--- src/rtl/tmds_encoder_multi_pkg.sv ---
// rtl/tmds_encoder_multi_pkg.sv - shared TMDS mode type, code tables and transition-minimising encoder
package tmds_pkg;

  typedef enum logic [2:0] {
    MODE_CONTROL     = 3'd0,
    MODE_VIDEO       = 3'd1,
    MODE_VIDEO_GUARD = 3'd2,
    MODE_DATA_GUARD  = 3'd3,
    MODE_DATA_ISLAND = 3'd4
  } tmds_mode_t;

  // Indexed by {c1,c0}
  localparam logic [9:0] CTRL_CODES [4] = '{
    10'b1101010100, 10'b0010101011, 10'b0101010100, 10'b1010101011
  };

  localparam logic [9:0] TERC4_CODES [16] = '{
    10'b1010011100, 10'b1001100011, 10'b1011100100, 10'b1011100010,
    10'b0101110001, 10'b0100011110, 10'b0110001110, 10'b0100111100,
    10'b1011001100, 10'b0100111001, 10'b0110011100, 10'b1011000110,
    10'b1010001110, 10'b1001110001, 10'b0101100011, 10'b1011000011
  };

  localparam logic [9:0] GUARD_A = 10'b1011001100;
  localparam logic [9:0] GUARD_B = 10'b0100110011;

  // Stage-1 transition minimisation; bit 8 set means the XOR chain was used
  function automatic logic [8:0] tm_encode(input logic [7:0] data);
    logic [3:0] n1;
    logic       use_xnor;
    logic [8:0] q;
    n1 = '0;
    for (int i = 0; i < 8; i++) n1 = n1 + {3'b000, data[i]};
    use_xnor = (n1 > 4'd4) || ((n1 == 4'd4) && !data[0]);
    q[0] = data[0];
    for (int i = 1; i < 8; i++) q[i] = use_xnor ? ~(q[i-1] ^ data[i]) : (q[i-1] ^ data[i]);
    q[8] = ~use_xnor;
    return q;
  endfunction

endpackage

--- src/rtl/tmds_encoder_multi_if.sv ---
// rtl/tmds_encoder_multi_if.sv - symbol bus between timing generator, encoder lanes and serialisers
interface tmds_encoder_multi_if #(
  parameter int NUM_CH = 3,
  parameter int CNT_W  = 5
);
  logic [2:0]              mode;
  logic [8*NUM_CH-1:0]     data;
  logic [2*NUM_CH-1:0]     ctrl;
  logic [4*NUM_CH-1:0]     terc4;
  logic [10*NUM_CH-1:0]    tmds;
  logic [CNT_W*NUM_CH-1:0] disp;

  modport master (output mode, data, ctrl, terc4, input tmds, disp);
  modport slave  (input mode, data, ctrl, terc4, output tmds, disp);
endinterface

--- src/rtl/tmds_encoder_multi_lane.sv ---
// rtl/tmds_encoder_multi_lane.sv - one TMDS lane: minimisation stage, DC-balance/code stage, disparity
module tmds_lane
  import tmds_pkg::*;
#(
  parameter int LANE_IDX = 0,
  parameter int CNT_W    = 5
) (
  input logic                 clk_in,
  input logic                 rst_n_in,
  tmds_encoder_multi_if.slave lane_if
);

  // Colour position within the blue/green/red rotation
  localparam int COLOUR = LANE_IDX % 3;
  localparam logic signed [CNT_W:0] EIGHT = (CNT_W+1)'(8);
  localparam logic signed [CNT_W:0] TWO   = (CNT_W+1)'(2);
  localparam logic signed [CNT_W:0] ZERO  = '0;

  logic [8:0]              qm_q, qm_d;
  tmds_mode_t              mode_q, mode_d;
  logic [1:0]              ctrl_q;
  logic [3:0]              terc4_q;
  logic [9:0]              tmds_q, tmds_d;
  logic signed [CNT_W-1:0] cnt_q, cnt_d;

  logic [3:0]              n_ones;
  logic signed [CNT_W:0]   cnt_x, two_n, cnt_sum;
  logic                    unused_cnt_msb;

  // Stage-1 next state: reserved modes fold into CONTROL, video byte is minimised
  always_comb begin
    qm_d   = tm_encode(lane_if.data[7:0]);
    mode_d = (lane_if.mode > 3'd4) ? MODE_CONTROL : tmds_mode_t'(lane_if.mode);
  end

  // Stage-1 register: minimised word travels with its mode and side-band bits
  always_ff @(posedge clk_in or negedge rst_n_in) begin
    if (!rst_n_in) begin
      qm_q    <= '0;
      mode_q  <= MODE_CONTROL;
      ctrl_q  <= 2'b00;
      terc4_q <= '0;
    end else begin
      qm_q    <= qm_d;
      mode_q  <= mode_d;
      ctrl_q  <= lane_if.ctrl[1:0];
      terc4_q <= lane_if.terc4[3:0];
    end
  end

  // Stage-2 symbol select; counter math is one bit wider then truncated, non-video clears it
  always_comb begin
    n_ones = '0;
    for (int i = 0; i < 8; i++) n_ones = n_ones + {3'b000, qm_q[i]};
    cnt_x        = {cnt_q[CNT_W-1], cnt_q};
    two_n        = '0;
    two_n[4:0]   = {n_ones, 1'b0};
    cnt_sum      = cnt_x;
    tmds_d       = CTRL_CODES[ctrl_q];
    cnt_d        = '0;
    case (mode_q)
      MODE_VIDEO: begin
        if ((cnt_q == '0) || (n_ones == 4'd4)) begin
          if (qm_q[8]) begin
            tmds_d  = {2'b01, qm_q[7:0]};
            cnt_sum = cnt_x + two_n - EIGHT;
          end else begin
            tmds_d  = {2'b10, ~qm_q[7:0]};
            cnt_sum = cnt_x + EIGHT - two_n;
          end
        end else if ((!cnt_q[CNT_W-1] && (n_ones > 4'd4)) ||
                     (cnt_q[CNT_W-1] && (n_ones < 4'd4))) begin
          // Counter is non-zero here, so a clear sign bit means strictly positive
          tmds_d  = {1'b1, qm_q[8], ~qm_q[7:0]};
          cnt_sum = cnt_x + (qm_q[8] ? TWO : ZERO) + EIGHT - two_n;
        end else begin
          tmds_d  = {1'b0, qm_q[8], qm_q[7:0]};
          cnt_sum = cnt_x - (qm_q[8] ? ZERO : TWO) + two_n - EIGHT;
        end
        cnt_d = cnt_sum[CNT_W-1:0];
      end
      MODE_VIDEO_GUARD: tmds_d = (COLOUR == 1) ? GUARD_B : GUARD_A;
      MODE_DATA_GUARD:  tmds_d = (COLOUR == 0) ? TERC4_CODES[terc4_q] : GUARD_B;
      MODE_DATA_ISLAND: tmds_d = TERC4_CODES[terc4_q];
      default:          tmds_d = CTRL_CODES[ctrl_q];
    endcase
  end

  assign unused_cnt_msb = cnt_sum[CNT_W];

  // Stage-2 register: output symbol and running disparity after that symbol
  always_ff @(posedge clk_in or negedge rst_n_in) begin
    if (!rst_n_in) begin
      tmds_q <= '0;
      cnt_q  <= '0;
    end else begin
      tmds_q <= tmds_d;
      cnt_q  <= cnt_d;
    end
  end

  assign lane_if.tmds = tmds_q;
  assign lane_if.disp = cnt_q;

endmodule

--- src/rtl/tmds_encoder_multi.sv ---
// rtl/tmds_encoder_multi.sv - multi-lane DVI/HDMI TMDS encoder, slices buses onto per-lane encoders
module tmds_encoder_multi
  import tmds_pkg::*;
#(
  parameter int NUM_CH = 3,
  parameter int CNT_W  = 5
) (
  input  logic                    clk_in,
  input  logic                    rst_n_in,
  input  logic [2:0]              mode_in,
  input  logic [8*NUM_CH-1:0]     data_in,
  input  logic [2*NUM_CH-1:0]     ctrl_in,
  input  logic [4*NUM_CH-1:0]     terc4_in,
  output logic [10*NUM_CH-1:0]    tmds_out,
  output logic [CNT_W*NUM_CH-1:0] disp_out
);

  for (genvar i = 0; i < NUM_CH; i++) begin : g_lane
    tmds_encoder_multi_if #(.NUM_CH(1), .CNT_W(CNT_W)) lane_bus ();

    assign lane_bus.mode  = mode_in;
    assign lane_bus.data  = data_in[8*i +: 8];
    assign lane_bus.ctrl  = ctrl_in[2*i +: 2];
    assign lane_bus.terc4 = terc4_in[4*i +: 4];
    assign tmds_out[10*i +: 10]       = lane_bus.tmds;
    assign disp_out[CNT_W*i +: CNT_W] = lane_bus.disp;

    tmds_lane #(.LANE_IDX(i), .CNT_W(CNT_W)) u_lane (
      .clk_in   (clk_in),
      .rst_n_in (rst_n_in),
      .lane_if  (lane_bus.slave)
    );
  end

endmodule

--- config.mk ---
export PLATFORM = sky130hd
export DESIGN_NAME = tmds_encoder_multi
export DESIGN_NICKNAME = d
export VERILOG_FILES = /design/src/rtl/tmds_encoder_multi_pkg.sv /design/src/rtl/tmds_encoder_multi_if.sv /design/src/rtl/tmds_encoder_multi_lane.sv /design/src/rtl/tmds_encoder_multi.sv
export SDC_FILE = /design/constraint.sdc
export NUM_CORES = 1
export LEC_CHECK = 0
export CORE_UTILIZATION = 58
export DETAILED_ROUTE_END_ITERATION = 7
export GPL_TIMING_DRIVEN = 0
export PLACE_DENSITY = 0.83
export SETUP_SLACK_MARGIN = 0.3
export SYNTH_ARGS = -nofsm -noshare
export SYNTH_HDL_FRONTEND = slang
export SYNTH_SLANG_ARGS = --single-unit
--- constraint.sdc ---
create_clock -name clk_in -period 6.2 [get_ports clk_in]
set_input_delay 1.24 -clock clk_in [delete_from_list [all_inputs] [get_ports clk_in]]
set_output_delay 1.24 -clock clk_in [all_outputs]
set_load 0.005 [all_outputs]
## Word-level counts from Yosys, hierarchy flattened

Memories as Yosys holds them, arrays and structs flattened.
Cells that the tools add are included.

| word-level totals | value |
|---|---|
| register bits | 93 |
| memory bits (read-only) | 480 |
| input port bits | 47 |
| output and inout bits | 45 |
| word-level logic and storage cells | 267 |
| memories kept | 3 |

| cells by class | value |
|---|---|
| add/sub/neg operators | 72 |
| $lt $le $gt $ge | 16 |
| equal/unequal tests | 10 |
| mux-type cells | 67 |
| bitwise operators | 54 |
| reductions and logical operators | 29 |

Memories:

| name | words | width | rd ports | clocked after memory_dff | write ports | line | RTL |
|---|---|---|---|---|---|---|---|
| (name not given) | 16 | 10 | 1 | 0 | 0 | tmds_encoder_multi_lane.sv:84 | `MODE_DATA_ISLAND: tmds_d = TERC4_CODES[terc4_q];` |
| (name not given) | 16 | 10 | 1 | 0 | 0 | tmds_encoder_multi_lane.sv:84 |  |
| (name not given) | 16 | 10 | 1 | 0 | 0 | tmds_encoder_multi_lane.sv:83 | `MODE_DATA_GUARD: tmds_d = (COLOUR == 0) ? TERC4_CODES[terc4_q] : GUARD_B;` |

Operator list:

| operator | count |
|---|---|
| two-way mux 10 bit | 21 |
| adder 4 x 1 -> 4 bit | 36 |
| binary-select mux 10 bit (select 2 bit) | 3 |
| two-way mux 5 bit | 12 |
| case mux 10 bit (3 select lines) | 2 |
| case mux 10 bit (4 select lines) | 1 |
| adder 5 bit | 6 |
| adder 5 bit (second input constant) | 6 |
| subtractor 5 bit | 6 |
| subtractor 5 bit (second input constant) | 6 |
| == test 4 x 3 -> 1 bit (second input constant) | 6 |
| > comparator 4 x 3 -> 1 bit (second input constant) | 6 |
| NOT 1 bit | 24 |
| NOT 8 bit | 3 |
| two-way mux 1 bit | 21 |
| XOR 1 bit | 21 |
| adder 5 x 3 -> 5 bit | 3 |
| greater-or-equal comparator 5 bit (second input constant) | 3 |
| logical NOT 5 bit | 3 |
| NOT 4 -> 5 bit | 3 |
| subtractor 5 x 3 -> 5 bit | 3 |
| adder 1 x 1 -> 2 bit | 6 |
| < comparator 4 x 3 -> 1 bit (second input constant) | 3 |
| two-way mux 2 bit | 6 |
| 11 further kinds | 38 |

## Logic depth before layout (Yosys ltp)

Gate-level depths: netlist of run 1.

| logic depth | value |
|---|---|
| depth after elaboration | 29 |
| mapped depth | 18 |
| gate-level depth less buffers | 18 |

## By module

Synthesis of run 1 repeated with hierarchy kept, for this count alone.

| second synthesis, totals | value |
|---|---|
| cell total of the unflattened synthesis | 894 |
| area total of the unflattened synthesis | 8455.6 um2 |

Modules (own cells, without submodules):

| module | times used | cells each | area an instance (um2) | seq. area each (um2) |
|---|---|---|---|---|
| tmds_lane at g_lane[0].u_lane | 1 | 312 | 2887.8 | 800.8 |
| tmds_lane at g_lane[2].u_lane | 1 | 309 | 2880.3 | 800.8 |
| tmds_lane at g_lane[1].u_lane | 1 | 273 | 2687.6 | 800.8 |

## Least setup slack after synthesis of run 1

No wires, ideal clock.

| timing | value |
|---|---|
| kind | register to register |
| start point | reg g_lane[2].u_lane.qm_q[1] |
| end point | reg g_lane[2].u_lane.cnt_q[4] |
| setup time | 0.079 ns |
| arrival time | 4.494 ns |
| data required time | 6.121 ns |
| slack | 1.626 ns |
| stages on the path, launching flop included | 17 |
| path buffers | 0 |
| clock period less this slack | 4.574 ns |
| cell sequence | dfrtp_1 -> ha_1 -> inv_1 -> fa_1 -> fa_1 -> fa_1 -> inv_1 -> fa_1 -> inv_1 -> ha_1 -> inv_1 -> ha_1 -> ha_1 -> fa_1 -> xor2_1 -> o311ai_0 -> mux2i_1 |

| on the way | value |
|---|---|
| word-level cells in the longest chain between the ends | 13 |
| elaborated cells between the ends (all ways) | 24 |
| classes of those cells | 13 x add/sub; 2 x order compare; 1 x eq/ne; 4 x mux; 4 x reduce/logical |

RTL lines:

| what | line | RTL |
|---|---|---|
| start, declared | tmds_encoder_multi_lane.sv:19 | `logic [8:0] qm_q, qm_d;` |
| start signal, assigned | tmds_encoder_multi_lane.sv:44 | `qm_q <= qm_d;` |
| adder 1 x 1 -> 2 bit * | tmds_encoder_multi_lane.sv:54 | `for (int i = 0; i < 8; i++) n_ones = n_ones + {3'b000, qm_q[i]};` |
| adder 4 x 1 -> 4 bit * (6 in series) | tmds_encoder_multi_lane.sv:54 |  |
| parallel branches: the longest is 4 deep, another holds adder 5 bit | -- |  |
| two-way mux 5 bit * | tmds_encoder_multi_lane.sv:63 | `if ((cnt_q == '0) \|\| (n_ones == 4'd4)) begin` |
| two-way mux 5 bit * | tmds_encoder_multi_lane.sv:61 | `case (mode_q)` |
| via g_lane[2].u_lane.cnt_d[4] | tmds_encoder_multi_lane.sv:24 | `logic signed [CNT_W-1:0] cnt_q, cnt_d;` |
| end signal, assigned | tmds_encoder_multi_lane.sv:98 | `cnt_q <= cnt_d;` |
| end, declared | tmds_encoder_multi_lane.sv:24 |  |

Mark *: on every way through the listed nets, which the timed path passes.

## Final worst setup path of run 1

Ends and elaborated chain as after synthesis.

==> reports/results.tsv, run 1 <==
stage	metric	value	unit
run_status	outcome	completed	
timing	fin_skew	0.0132	ns
synthesis	ys_seq_area_share	28.1	%
die	die_y	120	µm
die	die_x	120	µm
synthesis	async_flop_share	100	%
clock_network	clockBufferDepth	2	
global_route	grt_max_degree	62	
synthesis	synth-simple-area-share	12.0	%
synthesis	synth_top_family_by_area	adder cells	
clock_network	cts_max_level	3	
synthesis	synth_enable_flop_cells	0	
timing	tns	0	ns
synthesis	synth-seq-cells	90	
place	hpwl	15300	µm
die	start_util	60.0	%
timing	layout_min_cycle_time	5.19	ns
detailed_routing	dr.first_iter.drc_count	736	
synthesis	synth_cells	874	
timing	drv_slew	0	
synthesis	synth_area_leader_cell	dfrtp_1	
setup_path	crit_type	reg2reg	
clock_network	cts_resized	0	
die	rows	42	
timing	relSlewSlack	47.2	%
global_route	overflow	0	
timing	rsz0062_at_grt	false	
setup_path	crit_path_end_kind	register	
synthesis	synthesis.area	0.00801	mm²
timing	hold_viol	0	
setup_path	cp_max_fo	4	
cells_and_area	diodes	0	
timing	setup_viol	0	
clock_network	clock-root-buffer	clkbuf_16	
cells_and_area	area_growth_syn_to_layout	18.3	%
synthesis	yosys_warnings	0	
synthesis	synthMuxAreaShare	1.42	%
place	io_buffers	88	
global_route	grt_pass1_wl	32100	µm
cells_and_area	drive_above_1_share	4.38	%
timing	min_period_over_period	83.7	%
detailed_routing	num_vias	6810	
cells_and_area	nets	1149	
clock_network	cts_buffers	9	
setup_path	cp-start-kind	register	
clock_network	cts.sinks	90	
worst_hold_path	hold_class	reg2reg	
synthesis	synth_top_area_share	28.1	%
synthesis	synth_area_leaders	dfrtp_1 28%, ha_1 13%, fa_1 11%	
die	core_area	0.0133	mm²
detailed_routing	ant_nets	0	
detailed_routing	first_pass_iters	5	
flow_run	cap_violations	0	
detailed_routing	drt-total-wl	19800	µm
cells_and_area	fillCellCount	1034	
synthesis	synth-xor-area-share	7.98	%
place	gp_congestion	0.969	
detailed_routing	drc	0	
detailed_routing	via_per_inst	5.89	
detailed_routing	avgRoutedWirePerCell	17.1	µm
synthesis	ys.flop_type	dfrtp_1	
timing	worstMarginPinSlew	0.790	ns
global_route	grt.total_usage	28.8	%
clock_network	clkLatencyLatePin	0.36	ns
synthesis	synth-compound-area-share	18.5	%
clock_network	tritoncts	built	
timing	whs	0.596	ns
global_route	grt_pass1_vias	6562	
timing	max_freq	193	MHz
synthesis	yosys.area_share.adder	23.9	%
setup_path	arrival	5.47	ns
global_route	antenna_found_initial	0	
die	die_area	0.0143	mm²
synthesis	avgSynthCellArea	9.16	µm²
synthesis	yosysUniqueCellTypes	68	
setup_path	crit_required	6.48	ns
clock_network	cts_setup_buffers	0	
clock_network	clkTransAtPathRegs	0.07	ns
clock_network	ctsHoldBuffers	0	
die	io_pins	92	
==> registers in the layout, summed over array words and instances, names as in the netlist <==
register,cells
g_lane.u_lane.lane_if.tmds,30
g_lane.u_lane.qm_q,27
g_lane.u_lane.lane_if.disp,12
g_lane.u_lane.terc4_q,12
g_lane.u_lane.ctrl_q,6
g_lane.u_lane.mode_q,3
==> kinds of logic (layout without fill, tap and decap cells) <==
| kind of cell | count (synthesis) | count (layout) |
|---|---|---|
| flip-flops | 90 | 90 |
| AO/OA/AOI/OAI | 223 | 223 |
| multiplexers | 11 | 11 |
| AND/OR/NAND/NOR | 188 | 188 |
| other | 1 | 3 |
| XOR/XNOR | 73 | 73 |
| buffers and inverters | 162 | 267 |
| adder cells (fa/ha/maj) | 126 | 126 |
==> cell usage in the layout, fill, tap and decap left out, types with 5 or more instances in the layout <==
master / netlist / layout
fa_1: 45 / 45
dfrtp_1: 90 / 90
a21o_1: 8 / 8
nor2b_1: 13 / 13
ha_1: 81 / 81
a211oi_1: 27 / 27
a21oi_1: 54 / 54
nand2_1: 37 / 37
o21ai_0: 47 / 47
clkbuf_1: 30 / 30
buf_2: 5 / 5
o31ai_1: 5 / 5
inv_1: 116 / 116
mux2i_1: 10 / 10
a31oi_1: 10 / 10
clkdlybuf4s50_1: 0 / 87
or4_1: 9 / 9
a221oi_1: 7 / 7
nor3b_1: 5 / 5
nor2_1: 47 / 47
o21a_1: 6 / 6
nor4_1: 5 / 5
nand3_1: 24 / 24
xnor2_1: 52 / 52
nand2b_1: 22 / 22
o211ai_1: 17 / 17
xor2_1: 21 / 21
clkbuf_16: 0 / 9
buf_4: 4 / 5
a211o_1: 5 / 5
nand4_1: 8 / 8
==> layout make-up <==
cell class	instances	area [µm²]	share of cell area, %
multi-input cells	624	5120	54.0
flip-flops and latches	90	2250	23.8
repair buffers	89	906	9.56
inverters	117	439	4.63
clock buffers	10	239	2.52
well taps	176	220	2.32
plain buffers	45	205	2.16
clock inverters	6	96.3	1.02
==> cell usage after synthesis (17+ instances only) <==
library cell / count
xor2_1: 21
nand2b_1: 22
a21oi_1: 54
xnor2_1: 52
o21ai_0: 47
a211oi_1: 27
nand2_1: 37
ha_1: 81
fa_1: 45
o211ai_1: 17
nor2_1: 47
dfrtp_1: 90
inv_1: 116
nand3_1: 24
clkbuf_1: 30
==> metrics by stage <==
step	setup WS, ns	instances	utilization (%)	cell area (µm²)
after floorplan	1.63	876	-	8020
after global placement	0.621	1140	68.3	9120
after detailed placement	0.975	1141	68.5	9140
after CTS	1.01	1157	71.0	9480
after global routing	0.812	1157	71.0	9480
final	1.01	1157	71.0	9480
==> worst max-delay path: stages (launching register included) <==
cell and delay [ns]:
dfrtp_1 0.43, ha_1 0.31, inv_1 0.05, fa_1 0.49, fa_1 0.45, fa_1 0.42
inv_1 0.08, fa_1 0.48, inv_1 0.12, ha_1 0.28, inv_1 0.19, ha_1 0.26
ha_1 0.21, fa_1 0.38, xor2_1 0.16, o311ai_0 0.52, mux2i_1 0.28
==> metal layers <==
metal | routed length, µm | global-route usage [%]
met1 | 8380 | 38.4
met2 | 9280 | 45.8
met3 | 1480 | 5.09
met4 | 648 | 12.8
met5 | 0 | 0
==> worst paths after layout <==
| path | end | depth (start not counted) | slack, ns | start |
|---|---|---|---|---|
| worst min-delay path | g_lane[2].u_lane.lane_if.tmds[7] | 2 | 0.60 | g_lane[2].u_lane.qm_q[7] |
| max in group asynchronous | g_lane[2].u_lane.ctrl_q[0] | 2 | 4.73 | rst_n_in |
| worst min register to register | g_lane[2].u_lane.lane_if.tmds[7] | 2 | 0.60 | g_lane[2].u_lane.qm_q[7] |
| min in group asynchronous | g_lane[0].u_lane.lane_if.disp[2] | 1 | 0.81 | rst_n_in |
| worst max register to register | g_lane[2].u_lane.lane_if.disp[4] | 16 | 1.01 | g_lane[2].u_lane.qm_q[1] |
| worst max-delay path | g_lane[2].u_lane.lane_if.disp[4] | 16 | 1.01 | g_lane[2].u_lane.qm_q[1] |
Power of run 1 is not shown: default switching activity piles up to over one toggle a cycle in this logic, so the estimate is an artifact.
==> run 2: changes to the inputs <==
CORE_UTILIZATION = 52   (was 58)
PLACE_DENSITY = 0.79   (was 0.83)
clock period = 4.7 ns   (was 6.2 ns; I/O delays follow)
==> run 2 against run 1 <==
Effect of this change: clock skew decreased by 0.0016 ns; flip-flop and latch count unchanged; count of clock-buffer cells in the layout unchanged; worst hold slack got worse by 0.012 ns.
==> reports/results.tsv, run 2 (same netlist as run 1, synthesis figures left out) <==
stage	metric	value	unit
global_route	grt_pass1_vias	6668	
global_route	grt.total_usage	25.8	%
setup_path	arrival	4.83	ns
cells_and_area	final_cells	1188	
setup_path	crit_buf_inv	4	
timing	max_freq	219	MHz
setup_path	crit_path_end_kind	register	
setup_path	endpoint	g_lane[0].u_lane.lane_if.disp[4]	
detailed_routing	drc	0	
place	gp_congestion	0.944	
clock_network	tritoncts	built	
detailed_routing	avgRoutedWirePerCell	17.0	µm
detailed_routing	num_vias	6884	
timing	min_period_over_period	97.0	%
die	die_area	0.0159	mm²
flow_run	cap_violations	0	
detailed_routing	via_per_inst	5.79	
run_status	outcome	completed	
clock_network	clockBufferDepth	2	
clock_network	clock-root-buffer	clkbuf_16	
setup_path	crit_type	reg2reg	
die	start_util	54.3	%
detailed_routing	first_pass_iters	5	
global_route	overflow	0	
place	dp_cells	1149	
place	io_buffers	88	
clock_network	clkLatencyLatePin	0.36	ns
setup_path	cp_common_cell	ha_4	
global_route	grt_max_degree	47	
die	rows	44	
setup_path	cpMaxStageDelayCell	fa_2	
timing	drv_slew	0	
clock_network	cts_max_level	3	
setup_path	rr_worst_depth	17	
timing	rsz0062_at_grt	true	
die	core_area	0.0148	mm²
cells_and_area	drive_above_1_share	12.5	%
place	hpwl	14900	µm
global_route	grt_pass1_wl	32300	µm
setup_path	cp_top_family	adder cells	
worst_hold_path	min_path_cells	2	
die	io_pins	92	
setup_path	cp_max_fo	4	
die	die_x	126	µm
worst_hold_path	hold_class	reg2reg	
global_route	antenna_found_initial	0	
cells_and_area	nets	1174	
timing	hold_viol	0	
setup_path	rr_startpoint	g_lane[0].u_lane.qm_q[1]	
detailed_routing	ant_nets	0	
setup_path	cp-start-kind	register	
setup_path	r2r_end	g_lane[0].u_lane.lane_if.disp[4]	
setup_path	slowest_delay	0.57	ns
detailed_routing	dr.first_iter.drc_count	688	
clock_network	ctsHoldBuffers	0	
setup_path	rrSetupSlack	0.14	ns
detailed_routing	drt-total-wl	20200	µm
die	die_y	126	µm
timing	relSlewSlack	48.8	%
clock_network	clkTransAtPathRegs	0.06	ns
timing	setup_viol	0	
setup_path	crit_start	g_lane[0].u_lane.qm_q[1]	
cells_and_area	diodes	0	
cells_and_area	largest_reg_flops	30	
timing	worstMarginPinSlew	0.768	ns
cells_and_area	area_growth_syn_to_layout	24.3	%
cells_and_area	layout_commonest_cell	inv_1	
timing	fin_skew	0.0117	ns
cells_and_area	final_cell_mix	99 x inv_1, 90 x dfrtp_1, 86 x clkdlybuf4s50_1	
clock_network	cts.sinks	90	
setup_path	crit_chain	ha_4, inv_2, fa_1, fa_1, fa_2, inv_2, fa_2, inv_2, ha_4, inv_6, ha_4, ha_4, fa_2, xnor2_2, nand2_1, o211ai_1, mux2i_1	
setup_path	worst-path-stages	17	
setup_path	crit_required	4.97	ns
clock_network	cts_buffers	9	
timing	layout_min_cycle_time	4.56	ns
run 2: layout make-up:
cell class | instances | area, µm²
plain buffers | 45 | 209
clock buffers | 10 | 239
clock inverters | 4 | 52.6
fillers | 1145 | 4800
inverters | 117 | 452
multi-input cells | 624 | 5430
flip-flops and latches | 90 | 2250
well taps | 184 | 230
repair buffers | 114 | 1090
run 2: worst min-delay path by stage:
| stage | from | end | slack (ns) |
|---|---|---|---|
| floorplan | g_lane[2].u_lane.qm_q[5] | g_lane[2].u_lane.lane_if.tmds[5] | 0.52 |
| global placement | g_lane[2].u_lane.qm_q[4] | g_lane[2].u_lane.lane_if.tmds[4] | 0.56 |
| detailed placement | g_lane[2].u_lane.qm_q[5] | g_lane[2].u_lane.lane_if.tmds[5] | 0.58 |
| CTS | g_lane[2].u_lane.qm_q[5] | g_lane[2].u_lane.lane_if.tmds[5] | 0.59 |
| global route | g_lane[2].u_lane.qm_q[4] | g_lane[2].u_lane.lane_if.tmds[4] | 0.62 |
| finish | g_lane[2].u_lane.qm_q[5] | g_lane[2].u_lane.lane_if.tmds[5] | 0.58 |
run 2: worst min-delay path: stages, from the launching register on:
cell	delay, ns
dfrtp_1	0.37
o211ai_1	0.09
nand3_1	0.08
run 2: repair_timing:
item                                    CTS  global route
gates resized for setup                  18            30
pin swaps                                23            26
gates cloned                              0             1
hold endpoints to repair                  0             0
buffers inserted                         14            10
endpoints found under the setup margin   11            16
run 2: layer usage:
metal / GRT usage [%] / wire length (µm) / part of all wire (%)
met1: 34.6 / 8740 / 43
met2: 41.3 / 9440 / 47
met5: 0 / 0 / 0
met4: 9.57 / 668 / 3.3
met3: 5.01 / 1350 / 6.7
run 2: metrics by stage:
stage	TNS, ns	setup WS, ns	util (%)	area (µm²)	hold slack [ns]
3_5_place_dp	-0.729	-0.234	62.7	9240	0.575
2_1_floorplan	0	0.291	-	8110	0.520
4_1_cts	0	0.0728	65.9	9730	0.590
5_1_grt	-0.163	-0.163	67.5	9950	0.616
3_3_place_gp	-42.11	-0.469	62.5	9220	0.560
6_report	0	0.142	67.5	9950	0.584
Power of run 2 is left out for the same reason.
